<file path="src/rtl/control_sequencer.sv">
// Multi-cycle control sequencer: opcode decode plus an FSM for blocking IN,
// counted DELAY, HALT/resume and interrupt entry/RETI. Optional macro: CU_DELAY_PRESCALE_EN.
module control_sequencer #(
    parameter int OPCODE_W = 6,
    parameter int DELAY_W  = 16,
    parameter int PRESCALE = 50000
) (
    input  logic                clock,
    input  logic                reset,
    input  logic [OPCODE_W-1:0] opcode,
    input  logic                flagJB,
    input  logic                interruption,
    input  logic                resume,
    input  logic                in_valid,
    input  logic [DELAY_W-1:0]  delay_val,
    output logic                flagDM,
    output logic                flagJR,
    output logic                flagLSR,
    output logic                flagRF,
    output logic                flagOUT,
    output logic                LED,
    output logic [1:0]          flagPC,
    output logic [1:0]          flagBQ,
    output logic [2:0]          flagMuxRF,
    output logic                in_ack,
    output logic                irq_take,
    output logic                reti,
    output logic                in_isr,
    output logic                illegal_op
);

    typedef enum logic [1:0] {S_RUN, S_IN_WAIT, S_DELAY, S_HALT} state_t;

    state_t             state, state_nx;
    logic [DELAY_W-1:0] cnt, cnt_nx;
    logic               isr_q, isr_nx;
    logic               tick;
    logic               irq_ok;

`ifdef CU_DELAY_PRESCALE_EN
    localparam int PW = (PRESCALE > 1) ? $clog2(PRESCALE) : 1;
    logic [PW-1:0] pre;

    // Held at zero outside DELAY so every DELAY entry starts a fresh period.
    always_ff @(posedge clock or posedge reset) begin
        if (reset)                          pre <= '0;
        else if (state != S_DELAY)          pre <= '0;
        else if (pre == PW'(PRESCALE - 1))  pre <= '0;
        else                                pre <= pre + PW'(1);
    end
    assign tick = (pre == PW'(PRESCALE - 1));
`else
    assign tick = 1'b1;
`endif

    always_ff @(posedge clock or posedge reset) begin
        if (reset) begin
            state <= S_RUN;
            cnt   <= '0;
            isr_q <= 1'b0;
        end else begin
            state <= state_nx;
            cnt   <= cnt_nx;
            isr_q <= isr_nx;
        end
    end

    assign irq_ok = interruption && !isr_q;
    assign in_isr = isr_q;

    always_comb begin
        state_nx   = state;
        cnt_nx     = cnt;
        isr_nx     = isr_q;
        flagDM     = 1'b0;
        flagJR     = 1'b0;
        flagLSR    = 1'b0;
        flagRF     = 1'b0;
        flagOUT    = 1'b0;
        LED        = 1'b0;
        flagPC     = 2'd0;
        flagBQ     = 2'd0;
        flagMuxRF  = 3'd0;
        in_ack     = 1'b0;
        irq_take   = 1'b0;
        reti       = 1'b0;
        illegal_op = 1'b0;
        if (!reset) begin
            unique case (state)
                S_RUN: begin
                    if (irq_ok) begin
                        irq_take = 1'b1;
                        flagPC   = 2'd3;
                        isr_nx   = 1'b1;
                    end else if (opcode > OPCODE_W'(15)) begin
                        illegal_op = 1'b1;
                    end else begin
                        flagPC = 2'd1;
                        case (opcode[3:0])
                            4'd0:  begin flagRF = 1'b1; flagMuxRF = 3'd1; end
                            4'd1:  begin flagRF = 1'b1; flagMuxRF = 3'd2; end
                            4'd2:  begin flagRF = 1'b1; flagMuxRF = 3'd4; end
                            4'd3:  begin flagRF = 1'b1; flagMuxRF = 3'd2; flagLSR = 1'b1; end
                            4'd4:  flagDM = 1'b1;
                            4'd5:  begin flagDM = 1'b1; flagLSR = 1'b1; end
                            4'd6:  begin flagBQ = 2'd1; flagPC = flagJB ? 2'd2 : 2'd1; end
                            4'd7:  begin flagBQ = 2'd2; flagPC = flagJB ? 2'd2 : 2'd1; end
                            4'd8:  flagPC = 2'd2;
                            4'd9:  begin flagJR = 1'b1; flagPC = 2'd2; end
                            4'd10: ;
                            4'd11: begin
                                flagOUT  = 1'b1;
                                flagPC   = 2'd0;
                                state_nx = S_HALT;
                            end
                            4'd12: begin
                                LED = 1'b1;
                                if (in_valid) begin
                                    flagRF    = 1'b1;
                                    flagMuxRF = 3'd3;
                                    flagOUT   = 1'b1;
                                    in_ack    = 1'b1;
                                end else begin
                                    flagPC   = 2'd0;
                                    state_nx = S_IN_WAIT;
                                end
                            end
                            4'd13: flagOUT = 1'b1;
                            4'd14: begin
                                if (delay_val <= DELAY_W'(1)) begin
                                    flagOUT = 1'b1;
                                end else begin
                                    flagPC   = 2'd0;
                                    cnt_nx   = delay_val - DELAY_W'(1);
                                    state_nx = S_DELAY;
                                end
                            end
                            default: begin
                                // RETI outside an ISR degrades to NOP
                                if (isr_q) begin
                                    reti   = 1'b1;
                                    flagPC = 2'd2;
                                    isr_nx = 1'b0;
                                end
                            end
                        endcase
                    end
                end
                S_IN_WAIT: begin
                    LED = 1'b1;
                    if (in_valid) begin
                        flagRF    = 1'b1;
                        flagMuxRF = 3'd3;
                        flagOUT   = 1'b1;
                        flagPC    = 2'd1;
                        in_ack    = 1'b1;
                        state_nx  = S_RUN;
                    end
                end
                S_DELAY: begin
                    flagOUT = 1'b1;
                    if (tick) begin
                        cnt_nx = cnt - DELAY_W'(1);
                        if (cnt == DELAY_W'(1)) begin
                            flagPC   = 2'd1;
                            state_nx = S_RUN;
                        end
                    end
                end
                default: begin
                    // HALT: a pending interrupt wins over resume
                    if (irq_ok) begin
                        irq_take = 1'b1;
                        flagPC   = 2'd3;
                        isr_nx   = 1'b1;
                        state_nx = S_RUN;
                    end else begin
                        flagOUT = 1'b1;
                        if (resume) begin
                            flagPC   = 2'd1;
                            state_nx = S_RUN;
                        end
                    end
                end
            endcase
        end
    end

endmodule

</file>
<file path="config.mk">
export PLATFORM = sky130hd
export DESIGN_NAME = control_sequencer
export DESIGN_NICKNAME = d
export VERILOG_FILES = /design/src/rtl/control_sequencer.sv
export SDC_FILE = /design/constraint.sdc
export NUM_CORES = 1
export LEC_CHECK = 0
export ABC_CLOCK_PERIOD_IN_PS = 5800
export BUFFER_PORTS_ARGS = -buffer_cell sky130_fd_sc_hd__buf_2
export CORE_AREA = 8 8 70 72
export CTS_CLUSTER_DIAMETER = 60
export DETAILED_ROUTE_END_ITERATION = 16
export DIE_AREA = 0 0 78 80
export GPL_ROUTABILITY_DRIVEN = 1
export PLACE_DENSITY = 0.79
export SYNTH_ARGS = -nofsm -noshare
export SYNTH_HDL_FRONTEND = slang
export SYNTH_SLANG_ARGS = --single-unit
</file>
<file path="constraint.sdc">
create_clock -name clock -period 5.8 [get_ports clock]
set_input_delay 0.58 -clock clock [delete_from_list [all_inputs] [get_ports clock]]
set_output_delay 0.58 -clock clock [all_outputs]
set_load 0.005 [all_outputs]
</file>
==> flow_metrics.tcl, run 1 <==
set metrics [dict create \
    holdBufCountCts 0 \
    dr.first_iter.drc_count 116 \
    syn2layout_area_growth_pct 12.6 \
    antenna_found_initial 0 \
    wl_mm 5.31 \
    fin_crit_sh_pct 53.4 \
    yosysSeqAreaShare_pct 23.5 \
    setup_tns_ns 0 \
    cap_violations 0 \
    row_count 23 \
    final_cells 366 \
    place_congestion 0.868 \
    wl_per_cell_um 14.5 \
    clkTransAtPathRegs_ns 0.07 \
    p_int_uw 408 \
    setup_viol 0 \
    drc_errors 0 \
    overflow 0 \
    ys_types 52 \
    port_buffers 45 \
    dp_cells 362 \
    tightest_slew_ns 0.927 \
    placed_area_um2 2230 \
    dp_hpwl_mm 4.18 \
    drt_pass1_iterations 4 \
    final_cell_mix "buf_2, nand2_1, nor2_1" \
    leakagePower_uw 0.000967 \
    start_util_pct 52.4 \
    post_cts_buffers 0 \
    power.share.clock_pct 12.4 \
    p_switching_uw 356 \
    clockBufferDepth 2 \
    diodes 0 \
    powerDensity_nw_per_um2 336 \
    fmax_mhz 323 \
    end_kind "output port" \
    switching_share_pct 46.6 \
    layout-drive-gt1-share_pct 18.0 \
    cts_htree_levels 1 \
    finalClockSkew_ns 0.000752 \
    gr-usage-all-layers_pct 17.2 \
    slew_headroom_pct 38.2 \
    io_pins 46 \
    hold_viol 0 \
    grt_pass1_wl_mm 9.08 \
    stdcell_area_um2 2280 \
    grt_pass1_vias 1985 \
    ys_seq_elements 19 \
    worst_slack_ns 2.70 \
    fin_crit_ns 3.10 \
    worst_ep_required_time_ns 5.22 \
    nets 353 \
    fp.dieArea_um2 6240 \
    seqPwrFrac_pct 36.4 \
    arrival_ns 2.52 \
    cts_made_buffers 3 \
    grt_max_degree 44 \
    clk_latency_ns 0.26 \
    cts_root_buf "clkbuf_8" \
    avgSynthCellArea_um2 7.17 \
    finalMaxSlewViolations 0 \
    ys.flop_type "dfrtp_1" \
    status "complete, no violations" \
    crit_type "reg2out" \
    hp-class "reg2reg" \
    clock_sinks 19 \
    async_flop_share_pct 100 \
    cts_tree "built" \
    yosys_warnings 0 \
    total_power_uw 764 \
    cts_resized 0 \
    dpl_worst_slack_ns 2.89 \
    syn_nets 318 \
    ant_nets 0 \
    synth-edff-count 0 \
    p_comb_share_pct 51.2 \
    fp.dieH_um 80 \
    layout_commonest_cell "buf_2" \
    cp_max_fo 6 \
    ir_drop_uv 146 \
    chipWidth_um 78 \
    rsz0062_at_grt "no" \
    netlist_area_um2 2020 \
    synthCells 282 \
    vias 2175 \
    via_per_inst 5.94 \
    core_um2 3860 \
    cp-start-kind "flip-flop" \
]
logic make-up (layout without fill, tap and decap cells):
| family | Yosys count | after routing | share of synthesized area, % |
|---|---|---|---|
| DFF | 19 | 19 | 23.5 |
| xor gates and xnor gates | 12 | 12 | 5.20 |
| AOI/OAI and AO/OA | 78 | 78 | 23.9 |
| and+or+nand+nor | 135 | 135 | 34.6 |
| adders and majority gates | 8 | 8 | 4.95 |
| muxes | 3 | 3 | 1.49 |
| buffers and inverters | 27 | 61 | 6.37 |
power groups by stage:
stage | Clock (uW) | Combinational [uW] | Sequential [uW]
global route | 103 | 444 | 288
finish | 94.4 | 391 | 278
floorplan | 0 | 315 | 252
detailed placement | 0 | 387 | 277
CTS | 95.0 | 389 | 275
global placement | 0 | 375 | 276
per-layer routing:
metal	vias to the layer above	global-route usage [%]	wire, um
met1	1008	21.4	2440
li1	1095	-	-
met2	65	28.7	2500
met3	7	3.72	308
met5	-	0	0
met4	0	5.74	61
worst max-delay path: stages (launching register included):
cell     delay [ns]
dfrtp_1        0.43
or3_4          0.41
or3_4          0.35
or4_4          0.51
o21ai_0        0.18
nand2_1        0.08
a21oi_1        0.16
buf_2          0.13
stage by stage:
stage	hold WS [ns]	utilization [%]
2_1_floorplan	0.474	-
3_3_place_gp	0.501	57.8
3_5_place_dp	0.498	57.8
4_1_cts	0.525	59.0
5_1_grt	0.550	59.0
6_report	0.524	59.0
registers in the layout, summed over array words and instances, names as in the netlist:
| name | flops |
|---|---|
| in_isr | 1 |
| cnt | 16 |
| state | 2 |
final cells by class:
cell class              instances  area [um2]
well taps                      50        62.6
flip-flops and latches         19         475
clock buffers                   3        41.3
fillers                       391        1580
multi-input cells             236        1420
inverters                      11        41.3
repair buffers                 46         233
clock inverters                 1        5.00
synth_stat cells (2+ instances only):
| library cell | n | area [um2] |
|---|---|---|
| o2bb2ai_1 | 5 | 43.8 |
| xnor2_1 | 5 | 43.8 |
| and2_1 | 3 | 18.8 |
| nor4_1 | 8 | 50.1 |
| ha_1 | 8 | 100 |
| o41ai_1 | 2 | 17.5 |
| or3_1 | 2 | 12.5 |
| xor2_1 | 7 | 61.3 |
| clkbuf_1 | 10 | 37.5 |
| buf_6 | 2 | 22.5 |
| nand2_1 | 33 | 124 |
| nand2b_1 | 7 | 43.8 |
| a31oi_1 | 2 | 12.5 |
| nand4_1 | 2 | 12.5 |
| mux2i_1 | 3 | 30.0 |
| a22o_1 | 2 | 17.5 |
| dfrtp_1 | 19 | 475 |
| nor3b_1 | 2 | 15.0 |
| nor3_1 | 16 | 80.1 |
| nor2_1 | 30 | 113 |
| a32o_1 | 2 | 20.0 |
| o22ai_1 | 4 | 25.0 |
| nand3_1 | 10 | 50.1 |
| nor2b_1 | 4 | 25.0 |
| and3_1 | 4 | 25.0 |
| a21oi_1 | 28 | 140 |
| or3_4 | 2 | 22.5 |
| inv_1 | 11 | 41.3 |
| o31ai_1 | 7 | 52.6 |
| o21ai_0 | 19 | 95.1 |
| nand3b_1 | 2 | 15.0 |
path summary, 6_finish.rpt:
path | cells after the start | startpoint | to | slack [ns]
min | 1 | cnt[12] | cnt[12] | 0.52
min reg2reg | 1 | cnt[12] | cnt[12] | 0.52
max | 7 | cnt[10] | flagPC[0] | 2.70
max reg2reg | 8 | cnt[0] | cnt[12] | 3.26
min in group asynchronous | 2 | reset | in_isr | 0.56
max in group asynchronous | 2 | reset | cnt[4] | 4.72
Power figures use the tool's default switching activity.
==> inputs of run 2 (changes only) <==
Settings changed: ABC_CLOCK_PERIOD_IN_PS 5800 to 3110.
Clock period 5.8 ns to 3.11 ns, I/O delays scaled along.
==> run 2 against run 1 <==
  * Clock skew rose by 0.0048 ns
  * Largest cell class unchanged
  * Design area increased by 1.3%
  * Sequential cell count is the same
  * Critical path depth is the same
  * Die area stayed put
  * Via count grew 0.28%
  * Routed wire length about the same
  * Clock-buffer cell count is the same
  * Worst setup slack got worse by 2.4 ns
  * Combinational power up 88%
  * Critical path type unchanged
==> flow_metrics.tcl, run 2 (same netlist as run 1, synthesis figures left out) <==
set metrics [dict create \
    leakagePower_uw 0.000988 \
    p_switching_uw 662 \
    setup_viol 0 \
    num-fill-cells 383 \
    hp-class "in2async" \
    syn2layout_area_growth_pct 14.0 \
    clk_latency_ns 0.27 \
    layout-drive-gt1-share_pct 19.1 \
    drt_pass1_iterations 4 \
    hold_viol 0 \
    start_util_pct 52.4 \
    wl_per_cell_um 14.4 \
    rr_startpoint "state[0]" \
    grt_pass1_vias 2067 \
    diodes 0 \
    gr-usage-all-layers_pct 17.3 \
    powerDensity_nw_per_um2 621 \
    p_comb_share_pct 51.3 \
    crit_start "cnt[10]" \
    ir_drop_uv 259 \
    switching_share_pct 46.3 \
    worst_slack_ns 0.340 \
    worst_ep_required_time_ns 2.80 \
    finalClockSkew_ns 0.00554 \
    io_pins 46 \
    cap_violations 0 \
    wl_met1_mm 2.31 \
    row_count 23 \
    cp-start-kind "flip-flop" \
    fp.dieArea_um2 6240 \
    final_cell_mix "buf_2, nand2_1, nor2_1" \
    cts_tree "built" \
    grt_pass1_wl_mm 9.06 \
    dp_hpwl_mm 4.20 \
    seqPwrFrac_pct 36.1 \
    port_buffers 45 \
    antenna_found_initial 0 \
    post_cts_buffers 0 \
    cts_made_buffers 3 \
    crit_type "reg2out" \
    fin_crit_sh_pct 89.1 \
    slew_headroom_pct 49.2 \
    chipWidth_um 78 \
    clockBufferDepth 2 \
    nets 357 \
    wl_mm 5.31 \
    end_kind "output port" \
    finalMaxSlewViolations 0 \
    largest_reg_flops 16 \
    place_congestion 0.900 \
    holdBufCountCts 0 \
    fmax_mhz 361 \
    dr.first_iter.drc_count 124 \
    ant_nets 0 \
    clkTransAtPathRegs_ns 0.07 \
    layout_commonest_cell "buf_2" \
    p_int_uw 770 \
    core_um2 3860 \
    vias 2181 \
    cts_resized 0 \
    power.share.clock_pct 12.6 \
    cts_root_buf "clkbuf_8" \
    grt_max_degree 43 \
    final_util_pct 59.8 \
    fp.dieH_um 80 \
    clock_sinks 19 \
    arrival_ns 2.46 \
    cp_max_fo 6 \
    tightest_slew_ns 0.762 \
    top_register "cnt" \
    cts_htree_levels 1 \
    setup_tns_ns 0 \
    wl_met3_um 373 \
    drc_errors 0 \
    status "complete, no violations" \
    overflow 0 \
    via_per_inst 5.89 \
    dpl_worst_slack_ns 0.638 \
    top_layer_used "met4" \
    fin_crit_ns 2.77 \
    rsz0062_at_grt "no" \
    dr_wl_met2_mm 2.56 \
]
run 2: changes by cell type in the layout (fill, tap and decap cells not counted), sizes merged:
cell	change
buf	+4
run 2: worst paths after layout:
kind,end,slack (ns),cells past startpoint
min in group clock,cnt[0],0.43,4
worst max register to register,cnt[2],0.71,7
worst min-delay path,in_isr,0.21,3
max in group asynchronous,cnt[15],2.68,3
worst min register to register,cnt[12],0.51,1
worst max-delay path,flagPC[0],0.34,7
run 2: critical path, cell delays in order (launching register included):
cell and delay, ns:
dfrtp_1 0.43, or3_4 0.41, or3_4 0.35, or4_4 0.50
o21ai_0 0.17, nand2_1 0.08, a21oi_1 0.13, buf_2 0.13
run 2: metal layers:
metal  track usage, %  vias up
met5                0        -
met4             6.30        0
met3             3.38        8
met2             30.5       75
met1             20.2      998
li1                 -     1100
run 2: final cells by class:
class / count / area [um2] / area share [%]
timing repair buffer: 50 / 263 / 11.4
tap: 50 / 62.6 / 2.71
clock buffer: 3 / 41.3 / 1.79
multi-input combinational: 236 / 1420 / 61.5
inverter: 11 / 41.3 / 1.79
sequential: 19 / 475 / 20.6
clock inverter: 1 / 5.00 / 0.217
run 2: metrics by stage:
| step | hold slack, ns | cell area [um2] | instances | power (uW) |
|---|---|---|---|---|
| global route | 0.236 | 2310 | 370 | 1560 |
| finish | 0.208 | 2310 | 370 | 1430 |
| floorplan | 0.474 | 2020 | 282 | 1060 |
| CTS | 0.212 | 2310 | 370 | 1430 |
| global placement | 0.493 | 2260 | 366 | 1230 |
| detailed placement | 0.493 | 2260 | 366 | 1250 |
run 2: power groups by stage:
stage	Combinational (uW)	Clock, uW	Sequential (uW)
2_1_floorplan	587	0	470
3_3_place_gp	719	0	513
3_5_place_dp	731	0	515
4_1_cts	734	185	514
5_1_grt	832	194	538
6_report	734	181	517
==> inputs of run 3 (changes only) <==
Settings changed: RECOVER_POWER set to 25.
==> run 3 against run 2 <==
  * Combinational power is essentially flat
  * Routed wire length shrank 0.11%
  * Power is essentially flat
  * Cell count is the same
  * Worst hold slack gained 0.22 ns
  * Via count shrank 0.50%
  * Worst setup slack lost 0.039 ns
  * Design area shrank 0.22%
  * Register-to-register slack is essentially flat
  * Highest routed layer unchanged
==> flow_metrics.tcl, run 3 (same netlist as run 1, synthesis figures left out) <==
set metrics [dict create \
    cts_made_buffers 3 \
    powerDensity_nw_per_um2 622 \
    io_pins 46 \
    status "complete, no violations" \
    dpl_worst_slack_ns 0.638 \
    clockBufferDepth 2 \
    cap_violations 0 \
    rr_startpoint "state[0]" \
    regToRegSetupSlack_ns 0.71 \
    cp-endpoint "flagPC[0]" \
    cts_root_buf "clkbuf_8" \
    end_kind "output port" \
    worstPathCellList "or3_4, or3_4, or4_4, o21ai_0, nand2_1, a21oi_1, buf_2" \
    cp_slowest_cell "or4_4" \
    ant_nets 0 \
    fp.dieArea_um2 6240 \
    place_congestion 0.900 \
    grt_max_degree 43 \
    holdBufCountCts 0 \
    nets 357 \
    cp.depth 7 \
    finalClockSkew_ns 0.00549 \
    fp.dieH_um 80 \
    grt_pass1_vias 2067 \
    start_util_pct 52.4 \
    syn2layout_area_growth_pct 13.8 \
    slowest_delay_ns 0.50 \
    worst_ep_required_time_ns 2.80 \
    cts_resized 0 \
    drc_errors 0 \
    finalMaxSlewViolations 0 \
    crit_type "reg2out" \
    setup_tns_ns 0 \
    worst_r2r_endpoint "cnt[2]" \
    clk_latency_ns 0.27 \
    overflow 0 \
    gr-usage-all-layers_pct 17.3 \
    grt_pass1_wl_mm 9.06 \
    vias 2170 \
    core_um2 3860 \
    clkTransAtPathRegs_ns 0.07 \
    layout-drive-gt1-share_pct 18.4 \
    num-fill-cells 384 \
    worst_slack_ns 0.301 \
    chipWidth_um 78 \
    cts_tree "built" \
    crit_buf_inv 1 \
    cts_htree_levels 1 \
    setup_viol 0 \
    path_delay_family "simple AND/OR/NAND/NOR gates" \
    port_buffers 45 \
    slew_headroom_pct 25.6 \
    fin_crit_ns 2.81 \
    dp_hpwl_mm 4.20 \
    arrival_ns 2.50 \
    tightest_slew_ns 1.12 \
    top_register "cnt" \
    largest_reg_flops 16 \
    wl_per_cell_um 14.3 \
    row_count 23 \
    layout_commonest_cell "buf_2" \
    cp-start-kind "flip-flop" \
    hp-class "in2reg" \
    fin_crit_sh_pct 90.3 \
    leakagePower_uw 0.000981 \
    via_per_inst 5.86 \
    dr.first_iter.drc_count 128 \
    diodes 0 \
    drt_pass1_iterations 4 \
    ir_drop_uv 258 \
    antenna_found_initial 0 \
    clock_sinks 19 \
    crit_top_cell "or3_4" \
    fmax_mhz 356 \
    cp_max_fo 6 \
    crit_start "cnt[10]" \
    reg2regPathDepth 7 \
    hold_viol 0 \
    final_cell_mix "buf_2, nand2_1, nor2_1" \
    rsz0062_at_grt "no" \
    wl_mm 5.30 \
    post_cts_buffers 0 \
]
## run 3: worst register-to-register path: stages (launching register included)
cell and delay [ns]:
dfrtp_1 0.42, inv_1 0.09, ha_1 0.40, nor2b_1 0.26
a32o_1 0.70, buf_4 0.28, a21oi_1 0.07, a21oi_1 0.11
## run 3: worst min path at each step
| stage | startpoint | to | slack, ns | cells past startpoint |
|---|---|---|---|---|
| 2_1_floorplan | cnt[12] | cnt[12] | 0.47 | 1 |
| 3_3_place_gp | cnt[12] | cnt[12] | 0.49 | 1 |
| 3_5_place_dp | reset | in_isr | 0.49 | 3 |
| 4_1_cts | reset | cnt[1] | 0.21 | 3 |
| 5_1_grt | delay_val[14] | cnt[14] | 0.49 | 4 |
| 6_report | delay_val[0] | cnt[0] | 0.43 | 4 |
## run 3: area by class of cell
cell class	count	area [um2]	share of cell area (%)
Clock buffer	3	41.3	1.79
Clock inverter	1	5.00	0.218
Inverter	11	41.3	1.79
Multi-Input combinational cell	236	1420	61.6
Sequential cell	19	475	20.7
Tap cell	50	62.6	2.72
Timing Repair Buffer	50	258	11.2
## run 3: metrics by stage
step	power, uW	util [%]	std cells	cell area, um2	hold slack, ns
2_1_floorplan	1060	-	282	2020	0.474
3_3_place_gp	1230	58.6	366	2260	0.493
3_5_place_dp	1250	58.6	366	2260	0.493
4_1_cts	1430	59.8	370	2310	0.212
5_1_grt	1560	59.7	370	2300	0.489
6_report	1430	59.7	370	2300	0.431
## run 3: metal layers
| layer | share of wire [%] | wire length, um | track usage (%) | vias up |
|---|---|---|---|---|
| li1 | - | - | - | 1100 |
| met1 | 44 | 2330 | 20.2 | 991 |
| met2 | 48 | 2540 | 30.5 | 72 |
| met3 | 6.8 | 361 | 3.38 | 7 |
| met4 | 1.3 | 71 | 6.30 | 0 |
| met5 | 0 | 0 | 0 | - |
## run 3: where the power goes
part	leakage [uW]	internal (uW)	switching, uW
logic	0.000722	316	417
registers	0.000234	363	154
clock network	0.0000255	89.4	91.2
total	0.000981	769	662
